<file path="src/rtl/string_hw_pkg.sv">
// Shared types and constants for the string accelerator front end.
// Latency: n/a (declarations only).
// Backpressure: n/a.
package string_hw_pkg;

    typedef enum logic [1:0] {
        FILL    = 2'd0,
        BUSY    = 2'd1,
        DRAIN   = 2'd2,
        DISCARD = 2'd3
    } feeder_state_t;

    localparam logic [7:0] CHAR_NUL   = 8'h00;
    localparam int         WORD_BYTES = 4;

    // Lane i occupies the i-th byte from the top, so char 0 lands in [31:24].
    typedef logic [0:WORD_BYTES-1][7:0] word_t;

endpackage

</file>
<file path="src/rtl/string_lane_packer.sv">
// Lane buffer: writes one byte per strobe into the next lane, cleared between words.
// Latency: written byte visible in the word on the cycle after the strobe.
// Backpressure: none; the owner gates i_wr so at most four writes occur per word.
module string_lane_packer (
    input  logic        clk,
    input  logic        rst,
    input  logic        i_wr,
    input  logic        i_clr,
    input  logic [7:0]  i_dat,
    output logic [31:0] o_word,
    output logic [2:0]  o_lane_cnt
);
    import string_hw_pkg::*;

    word_t      r_word;
    logic [2:0] r_lane_cnt;

    // Clear wins over write; a write drops the byte into the current lane and advances.
    always_ff @(posedge clk or posedge rst) begin
        if (rst) begin
            r_word     <= '0;
            r_lane_cnt <= 3'd0;
        end else if (i_clr) begin
            r_word     <= '0;
            r_lane_cnt <= 3'd0;
        end else if (i_wr) begin
            r_word[r_lane_cnt[1:0]] <= i_dat;
            r_lane_cnt              <= r_lane_cnt + 3'd1;
        end
    end

    assign o_word     = r_word;
    assign o_lane_cnt = r_lane_cnt;

endmodule

</file>
<file path="src/rtl/string_word_feeder.sv">
// Packs a NUL-terminated byte stream into 4-char words and hands them to the core via go/done.
// Latency: word presented (go=1) the cycle after its completing byte; 1 DRAIN cycle after done falls.
// Backpressure: char_ready low from word completion until done has risen and fallen again.
module string_word_feeder #(
    parameter int MAX_LEN = 64
) (
    input  logic        clk,
    input  logic        reset,
    input  logic [7:0]  char_in,
    input  logic        char_valid,
    output logic        char_ready,
    output logic [31:0] str_word,
    output logic [2:0]  str_len,
    output logic        str_last,
    output logic        go,
    input  logic        done,
    output logic        str_end,
    output logic [15:0] char_count,
    output logic        str_overflow
);
    import string_hw_pkg::*;

    localparam logic [15:0] MAX_C = 16'(MAX_LEN);

    feeder_state_t r_state;
    logic          r_char_ready;
    logic          r_go;
    logic [2:0]    r_str_len;
    logic          r_str_last;
    logic          r_str_end;
    logic [15:0]   r_char_count;
    logic          r_overflow;
    logic          r_discard_pend;
    logic          r_new_str;

    logic          w_accept;
    logic          w_is_nul;
    logic          w_at_max;
    logic          w_pk_wr;
    logic          w_pk_clr;
    logic [15:0]   w_cnt_base;
    logic [15:0]   w_cnt_next;
    logic [2:0]    w_lane_cnt;
    logic [31:0]   w_word;

    assign w_accept   = char_valid && r_char_ready;
    assign w_is_nul   = (char_in == CHAR_NUL);
    // The first byte of a new string counts from zero rather than the previous total.
    assign w_cnt_base = r_new_str ? 16'd0 : r_char_count;
    assign w_cnt_next = w_cnt_base + 16'd1;
    // Already holding MAX_LEN chars (only reachable when the limit fell on a word boundary).
    assign w_at_max   = (w_cnt_base >= MAX_C);
    assign w_pk_wr    = (r_state == FILL) && w_accept && !w_is_nul && !w_at_max;
    assign w_pk_clr   = (r_state == DRAIN) && !done;

    string_lane_packer u_packer (
        .clk        (clk),
        .rst        (reset),
        .i_wr       (w_pk_wr),
        .i_clr      (w_pk_clr),
        .i_dat      (char_in),
        .o_word     (w_word),
        .o_lane_cnt (w_lane_cnt)
    );

    // Feeder FSM: fill lanes, hold the word for the core, wait out done, skip truncated tails.
    always_ff @(posedge clk or posedge reset) begin
        if (reset) begin
            r_state        <= FILL;
            r_char_ready   <= 1'b1;
            r_go           <= 1'b0;
            r_str_len      <= 3'd0;
            r_str_last     <= 1'b0;
            r_str_end      <= 1'b0;
            r_char_count   <= 16'd0;
            r_overflow     <= 1'b0;
            r_discard_pend <= 1'b0;
            r_new_str      <= 1'b1;
        end else begin
            r_str_end <= 1'b0;
            case (r_state)
                FILL: begin
                    if (w_accept) begin
                        r_new_str <= 1'b0;
                        if (r_new_str) begin
                            r_overflow <= 1'b0;
                        end
                        if (w_is_nul) begin
                            r_char_count <= w_cnt_base;
                            r_str_len    <= w_lane_cnt;
                            r_str_last   <= 1'b1;
                            r_go         <= 1'b1;
                            r_char_ready <= 1'b0;
                            r_state      <= BUSY;
                        end else if (w_at_max) begin
                            // Limit hit exactly at a word boundary: drop this byte, close with an empty word.
                            r_char_count   <= w_cnt_base;
                            r_str_len      <= w_lane_cnt;
                            r_str_last     <= 1'b1;
                            r_overflow     <= 1'b1;
                            r_discard_pend <= 1'b1;
                            r_go           <= 1'b1;
                            r_char_ready   <= 1'b0;
                            r_state        <= BUSY;
                        end else begin
                            r_char_count <= w_cnt_next;
                            if (w_lane_cnt == 3'd3) begin
                                r_str_len    <= 3'd4;
                                r_str_last   <= 1'b0;
                                r_go         <= 1'b1;
                                r_char_ready <= 1'b0;
                                r_state      <= BUSY;
                            end else if (w_cnt_next == MAX_C) begin
                                r_str_len      <= w_lane_cnt + 3'd1;
                                r_str_last     <= 1'b1;
                                r_overflow     <= 1'b1;
                                r_discard_pend <= 1'b1;
                                r_go           <= 1'b1;
                                r_char_ready   <= 1'b0;
                                r_state        <= BUSY;
                            end
                        end
                    end
                end
                BUSY: begin
                    if (done) begin
                        r_go    <= 1'b0;
                        r_state <= DRAIN;
                    end
                end
                DRAIN: begin
                    if (!done) begin
                        r_char_ready <= 1'b1;
                        if (r_str_last) begin
                            r_str_end      <= 1'b1;
                            r_new_str      <= 1'b1;
                            r_discard_pend <= 1'b0;
                            r_state        <= r_discard_pend ? DISCARD : FILL;
                        end else begin
                            r_state <= FILL;
                        end
                    end
                end
                DISCARD: begin
                    if (w_accept && w_is_nul) begin
                        r_state <= FILL;
                    end
                end
                default: r_state <= FILL;
            endcase
        end
    end

    assign char_ready   = r_char_ready;
    assign go           = r_go;
    assign str_word     = w_word;
    assign str_len      = r_str_len;
    assign str_last     = r_str_last;
    assign str_end      = r_str_end;
    assign char_count   = r_char_count;
    assign str_overflow = r_overflow;

endmodule

</file>
<file path="config.mk">
export PLATFORM = sky130hd
export DESIGN_NAME = string_word_feeder
export DESIGN_NICKNAME = d
export VERILOG_FILES = /design/src/rtl/string_hw_pkg.sv /design/src/rtl/string_lane_packer.sv /design/src/rtl/string_word_feeder.sv
export SDC_FILE = /design/constraint.sdc
export NUM_CORES = 1
export LEC_CHECK = 0
export ABC_AREA = 1
export BUFFER_PORTS_ARGS = -buffer_cell sky130_fd_sc_hd__buf_2
export CAP_MARGIN = 30
export CORE_MARGIN = 2
export CORE_UTILIZATION = 60
export CTS_CLUSTER_SIZE = 16
export DETAILED_ROUTE_END_ITERATION = 8
export PLACE_DENSITY = 0.9
export SLEW_MARGIN = 20
export SYNTH_ARGS = -nofsm -noshare
export SYNTH_HDL_FRONTEND = slang
export SYNTH_HIERARCHICAL = 1
export SYNTH_SLANG_ARGS = --single-unit
</file>
<file path="constraint.sdc">
create_clock -name clk -period 4.15 [get_ports clk]
set_clock_uncertainty 0.05 [all_clocks]
set_input_delay 0.415 -clock clk [delete_from_list [all_inputs] [get_ports clk]]
set_output_delay 0.415 -clock clk [all_outputs]
set_load 0.01 [all_outputs]
</file>
==> results of run 1 <==
-- worst max-delay path, stage by stage (launching register included) --
cell and delay, ns:
sky130_fd_sc_hd__dfstp_2 0.71, sky130_fd_sc_hd__inv_2 0.27, sky130_fd_sc_hd__nand2_4 0.15, sky130_fd_sc_hd__inv_2 0.04, sky130_fd_sc_hd__nor2_1 0.08, sky130_fd_sc_hd__nand4_1 0.14
sky130_fd_sc_hd__nor3_4 0.21, sky130_fd_sc_hd__nand2_1 0.16, sky130_fd_sc_hd__inv_1 0.61, sky130_fd_sc_hd__nand2_8 0.15, sky130_fd_sc_hd__clkinv_4 0.13, sky130_fd_sc_hd__nand2_1 0.08
sky130_fd_sc_hd__nand2_1 0.11
-- power by group --
| group | switching [mW] | internal (mW) |
|---|---|---|
| clock | 0.255 | 0.217 |
| combinational | 0.911 | 0.475 |
| sequential | 0.210 | 0.851 |
| total | 1.38 | 1.54 |
-- kinds of logic after synthesis --
kind of cell,count (synthesis),share of synthesized area
and+or+nand+nor,280,0.370
buffers and inverters,75,0.106
AOI/OAI and AO/OA,36,0.0594
DFF,63,0.431
adders and majority gates,8,0.0273
xor gates and xnor gates,3,0.00717
-- synthesized netlist by cell type (all sizes together) --
cell    instances  area share
nor2           58       0.072
nor3            4      0.0085
clkbuf          1      0.0010
o21a            2      0.0041
o21ai          16       0.023
clkinv          4       0.014
a211oi          1      0.0020
nand3          58       0.085
nand2         151        0.18
dfstp           2       0.014
buf             8       0.026
nand4           8       0.018
xor2            2      0.0048
xnor2           1      0.0024
o211ai          3      0.0061
o21bai          2      0.0051
ha              8       0.027
nand3b          1      0.0020
dfrtp          61        0.42
inv            62       0.065
a21oi          10       0.016
o22ai           2      0.0034
-- cell type report --
type	instances	area, µm²	area share
inverters	66	288	0.0687
multi-input cells	327	1700	0.405
repair buffers	69	358	0.0854
flip-flops and latches	63	1580	0.377
clock inverters	7	48.8	0.0116
well taps	75	93.8	0.0224
clock buffers	9	124	0.0296
-- final timing paths --
check | to | slack [ns] | depth (start not counted)
setup / recovery | u_packer/o_word[15]$_DFFE_PP0P_ | 1.19 | 12
hold / removal | str_len[1]$_DFFE_PP0P_ | 0.11 | 2
setup reg to reg | u_packer/o_word[15]$_DFFE_PP0P_ | 1.19 | 12
hold reg to reg | str_len[0]$_DFFE_PP0P_ | 0.44 | 2
max in group asynchronous | r_new_str$_DFFE_PP1P_ | 3.33 | 3
min in group clk | u_packer/o_word[6]$_DFFE_PP0P_ | 0.32 | 3
-- routing by layer --
| layer | part of all wire | vias to the layer above | routed length [µm] | GRT usage |
|---|---|---|---|---|
| li1 | - | 1620 | - | - |
| met1 | 0.40 | 1616 | 3660 | 0.377 |
| met2 | 0.50 | 153 | 4540 | 0.483 |
| met3 | 0.069 | 27 | 622 | 0.0435 |
| met4 | 0.023 | 0 | 210 | 0.132 |
| met5 | 0 | - | 0 | 0 |
-- registers in the layout, indices dropped and copies added, names as in the netlist --
name and count:
char_count 16, char_ready 1, go 1, r_discard_pend 1, r_new_str 1, r_state 2, str_end 1, str_last 1
str_len 3, str_overflow 1, u_packer/o_lane_cnt 3, u_packer/o_word 32
==> run summary, run 1 <==
### Run status
• run status: finished clean

### CTS
• later-pin clock latency in the skew report: 0.34 ns
• number of buffers on the longest clock path: 2
• Post-CTS Hold Buffers: 0
• total number of clock tree sinks: 63
• number of clock buffers inserted by TritonCTS: 9
• Clock transition at path regs: 0.08 ns
• post-CTS resize count: 0
• H-tree depth: 3
• Post-CTS Setup Repair Bufs: 0
• Root Buffer Master: sky130_fd_sc_hd__clkbuf_8
• TritonCTS clock tree: yes

### Finish
• fraction of layout instances using a drive strength above 1: 0.244
• net count reported at finish: 556
• post-route cell area: 4190 µm²
• final core area utilization: 0.708
• total of fill cells in the finished design: 461
• most common library cell in the layout ignoring fill and taps: sky130_fd_sc_hd__nand2_1
• ANT cells: 0
• final instance count without filler cells: 616
• commonest cells after routing, fill and taps aside: sky130_fd_sc_hd__nand2_1 (135), sky130_fd_sc_hd__buf_2 (67), sky130_fd_sc_hd__dfrtp_1 (61), sky130_fd_sc_hd__inv_1 (55), sky130_fd_sc_hd__nand3_1 (54)
• area growth from synthesis to layout: 14.3%

### Global route
• pin count of the biggest net entering global routing: 38
• overall fraction of global-route tracks in use: 0.291
• first-pass GRT wire length: 14,800 µm
• total global routing overflow: 0
• number of global-route vias before repair: 3,258
• initial antenna violation count: 0

### Synthesis
• proportion of synthesized chip area in sequential cells: 0.431
• number of standard cells after synthesis: 465
• number of nets in the synthesized netlist: 485
• average instance area after synthesis: 7.88 µm²
• synthesis warning total: 6
• total standard cell area after synthesis: 3660 µm²
• flip-flop and latch count after synthesis: 63
• number of unique standard cell types used by synthesis: 39

### Worst setup path
• critical path endpoint category: flip-flop
• worst reg2reg path startpoint: r_new_str$_DFFE_PP1P_
• Max FO, Critical Path: 23
• crit path kind: reg2reg
• beginning of the critical path: r_new_str$_DFFE_PP1P_
• critical path arrival: 3.19 ns
• Worst EP required: 4.38 ns
• startpoint types: flip-flop

### Power
• Worst IR Drop VDD: 0.413 mV
• power density relative to cell area: 697 nW/µm²
• static power due to leakage: 2.39 nW
• Power, Total: 2.92 mW

### Timing
• worst hold margin: 0.106 ns
• highest attainable clock frequency: 0.338 GHz
• setup repair after global routing missed its margin: no
• max-slew violation count: 0
• Final min period: 2.96 ns
• transition at the pin with the smallest max-transition slack: 0.952 ns
• crit path setup slack, layout: 1.19 ns
• setup_tns: 0 ns
• Worst slew margin: 0.363
• setup violation total in the final timing report: 0
• final number of hold-violating endpoints: 0
• Period Utilization, post-route: 0.713

### Route
• routed wire length: 9030 µm
• routed wire length per instance: 14.7 µm
• vias: 3,416
• final antenna-violating net count: 0
• DRC errors left: 0
• initial DRC count: 340
• routed via count divided by cell count: 5.55
• detailed-routing iteration count for the pre-antenna-repair pass: 6

### Place
• estimated wirelength of the detail-placed design: 6540 µm
• count of port buffers added during placement: 67
• global placement routability congestion: 0.928
• pre-CTS setup slack: 1.27 ns
• placed cell count: 600
• Placed Area: 4020 µm²

### Die
• Starting Density: 0.619
• number of top-level pins: 68
• num rows: 28
• die outline area: 6750 µm²
• horizontal die dimension: 82.1 µm
• core outline area: 5920 µm²
• height of the die: 82.1 µm

### Job
• max_cap viols: 0

### Hold path
• Hold WC Path Type: in2async

No activity file was read; power rests on OpenSTA's default activity.
==> run 2: changes to the inputs <==
- CORE_UTILIZATION: 60 -> 50
- PLACE_DENSITY: 0.9 -> 0.81
- clock period: 4.15 -> 2.7 ns (I/O delays scaled with it)
==> run 2 against run 1 <==
Compared with the run above: utilization is 11 points lower; first-iteration DRC count is 40% lower; design area is 2.4% higher; non-clock buffer count is 7 higher; critical endpoint is now str_len[2]$_DFFE_PP0P_; critical path type unchanged; highest routed layer unchanged.
==> run summary, run 2 (synthesized netlist as in run 1, its figures left out) <==
### Worst setup path
• Max FO, Critical Path: 11, -52%
• critical path endpoint category: flip-flop
• startpoint types: flip-flop
• capture point of the worst reg-to-reg path: str_len[2]$_DFFE_PP0P_
• crit path kind: reg2reg
• worst-case reg-to-reg path depth: 17, +5
• worst reg2reg path startpoint: r_new_str$_DFFE_PP1P_
• critical path arrival: 2.65 ns, -0.54 ns
• Worst EP required: 2.89 ns, -1.49 ns
• register-to-register setup slack: 0.24 ns, -0.95 ns

### CTS
• H-tree depth: 3, unchanged
• post-CTS resize count: 0, unchanged
• Clock transition at path regs: 0.08 ns, about the same
• number of buffers on the longest clock path: 2, unchanged
• TritonCTS clock tree: yes
• Root Buffer Master: sky130_fd_sc_hd__clkbuf_8
• number of clock buffers inserted by TritonCTS: 9, unchanged
• total number of clock tree sinks: 63, unchanged
• later-pin clock latency in the skew report: 0.35 ns, about the same

### Route
• detailed-routing iteration count for the pre-antenna-repair pass: 5, -1
• DRC errors left: 0, unchanged
• final antenna-violating net count: 0, unchanged
• routed via count divided by cell count: 5.16, -6.9%
• routed wire length: 8900 µm, -1.4%
• routed wire length per instance: 13.8 µm, -6.1%
• initial DRC count: 205, -40%
• vias: 3,341, -2.2%

### Job
• max_cap viols: 0, unchanged

### Die
• horizontal die dimension: 89.6 µm, +9.1%
• Starting Density: 0.511, -0.108
• num rows: 31, +11%
• number of top-level pins: 68, unchanged
• height of the die: 89.6 µm, +9.1%
• core outline area: 7180 µm², +21%
• die outline area: 8030 µm², +19%

### Timing
• highest attainable clock frequency: 0.407 GHz, +21%
• setup violation total in the final timing report: 0, unchanged
• final number of hold-violating endpoints: 0, unchanged
• setup repair after global routing missed its margin: no
• Period Utilization, post-route: 0.910, +0.197
• Final min period: 2.46 ns, -0.504 ns
• max-slew violation count: 0, unchanged
• transition at the pin with the smallest max-transition slack: 0.447 ns, -0.505 ns
• crit path setup slack, layout: 0.243 ns, -0.946 ns
• Worst slew margin: 0.702, +0.339
• worst hold margin: 0.170 ns, +0.0648 ns
• setup_tns: 0 ns, unchanged

### Finish
• net count reported at finish: 563, +1.3%
• total of fill cells in the finished design: 650, +41%
• flip-flop count of the largest register after layout: 32, unchanged
• ANT cells: 0, unchanged
• post-route cell area: 4290 µm², +2.4%
• area growth from synthesis to layout: 17.1%
• final instance count without filler cells: 647, +5.0%
• commonest cells after routing, fill and taps aside: sky130_fd_sc_hd__nand2_1 (135), sky130_fd_sc_hd__buf_2 (67), sky130_fd_sc_hd__dfrtp_1 (61), sky130_fd_sc_hd__inv_1 (55), sky130_fd_sc_hd__nand3_1 (54)
• fraction of layout instances using a drive strength above 1: 0.252, +0.00783
• final core area utilization: 0.598, -0.110
• most common library cell in the layout ignoring fill and taps: sky130_fd_sc_hd__nand2_1

### Place
• placed cell count: 630, +5.0%
• count of port buffers added during placement: 67, unchanged
• estimated wirelength of the detail-placed design: 6520 µm, -0.32%
• Placed Area: 4080 µm², +1.7%
• pre-CTS setup slack: 0.277 ns, -0.995 ns
• global placement routability congestion: 0.940, +1.3%

### Power
• Power, Total: 4.64 mW, +59%
• Worst IR Drop VDD: 0.590 mV, +43%
• power density relative to cell area: 1080 nW/µm², +55%
• static power due to leakage: 2.44 nW, +1.9%

### Run status
• run status: finished clean

### Global route
• initial antenna violation count: 0, unchanged
• first-pass GRT wire length: 15,200 µm, +2.4%
• pin count of the biggest net entering global routing: 38, unchanged
• number of global-route vias before repair: 3,279, +0.64%
• overall fraction of global-route tracks in use: 0.248, -0.0428
• total global routing overflow: 0, unchanged

### Hold path
• cell count of the worst hold path: 3
• start point of the worst min-delay path: char_in[6]
• destination of the worst hold path: u_packer/o_word[6]$_DFFE_PP0P_
• Hold WC Path Type: in2reg

-- run 2: cell count changes in the layout (fill, tap and decap cells not counted), sizes merged --
| cell | previous run | this run |
|---|---|---|
| clkinvlp | 1 | 0 |
| dlygate4sd3 | 0 | 1 |
| buf | 69 | 75 |
| bufinv | 0 | 1 |
-- run 2: how the worst max path moves through the flow --
| stage | start | endpoint | slack [ns] | cells past startpoint |
|---|---|---|---|---|
| after floorplan | r_new_str$_DFFE_PP1P_ | str_len[2]$_DFFE_PP0P_ | 0.44 | 19 |
| after global placement | r_new_str$_DFFE_PP1P_ | u_packer/o_word[9]$_DFFE_PP0P_ | 0.35 | 12 |
| after detailed placement | r_new_str$_DFFE_PP1P_ | str_len[2]$_DFFE_PP0P_ | 0.28 | 19 |
| after CTS | r_new_str$_DFFE_PP1P_ | str_len[2]$_DFFE_PP0P_ | 0.26 | 17 |
| after global routing | r_new_str$_DFFE_PP1P_ | str_len[1]$_DFFE_PP0P_ | 0.03 | 19 |
| final | r_new_str$_DFFE_PP1P_ | str_len[2]$_DFFE_PP0P_ | 0.24 | 17 |
-- run 2: what timing repair did --
item	CTS	global route
hold endpoints to repair	61	0
hold buffers	1	0
buffers inserted	0	0
-- run 2: area by class of cell --
class / count / area [µm²] / area share
repair buffers: 76 / 405 / 0.0945
clock buffers: 9 / 124 / 0.0289
well taps: 99 / 124 / 0.0289
flip-flops and latches: 63 / 1580 / 0.368
multi-input cells: 327 / 1700 / 0.396
clock inverters: 7 / 71.3 / 0.0166
inverters: 66 / 288 / 0.0671
-- run 2: worst max-delay path, stage by stage (launching register included) --
cell	delay [ns]
sky130_fd_sc_hd__dfstp_2	0.54
sky130_fd_sc_hd__buf_4	0.21
sky130_fd_sc_hd__nor2_1	0.10
sky130_fd_sc_hd__ha_1	0.23
sky130_fd_sc_hd__nand2_2	0.11
sky130_fd_sc_hd__inv_1	0.05
sky130_fd_sc_hd__nand2_2	0.10
sky130_fd_sc_hd__nor2_4	0.06
sky130_fd_sc_hd__nand4_1	0.10
sky130_fd_sc_hd__nand2_1	0.08
sky130_fd_sc_hd__nor2_1	0.12
sky130_fd_sc_hd__nand2_1	0.07
sky130_fd_sc_hd__nor2_2	0.12
sky130_fd_sc_hd__nand2_2	0.08
sky130_fd_sc_hd__nand2_2	0.09
sky130_fd_sc_hd__nand2_4	0.08
sky130_fd_sc_hd__nand2_1	0.08
sky130_fd_sc_hd__o21ai_2	0.05
-- run 2: report_power, final --
part	total [mW]	leakage, nW	internal (mW)	switching [mW]
Sequential	1.60	0.836	1.31	0.298
Clock	0.834	0.103	0.427	0.406
Combinational	2.20	1.50	0.770	1.43
-- run 2: per-layer routing --
layer | vias up | GRT usage | share of wire
met3 | 23 | 0.0567 | 0.068
met4 | 0 | 0.118 | 0.025
met5 | - | 0 | 0
met2 | 133 | 0.397 | 0.48
li1 | 1621 | - | -
met1 | 1564 | 0.320 | 0.43
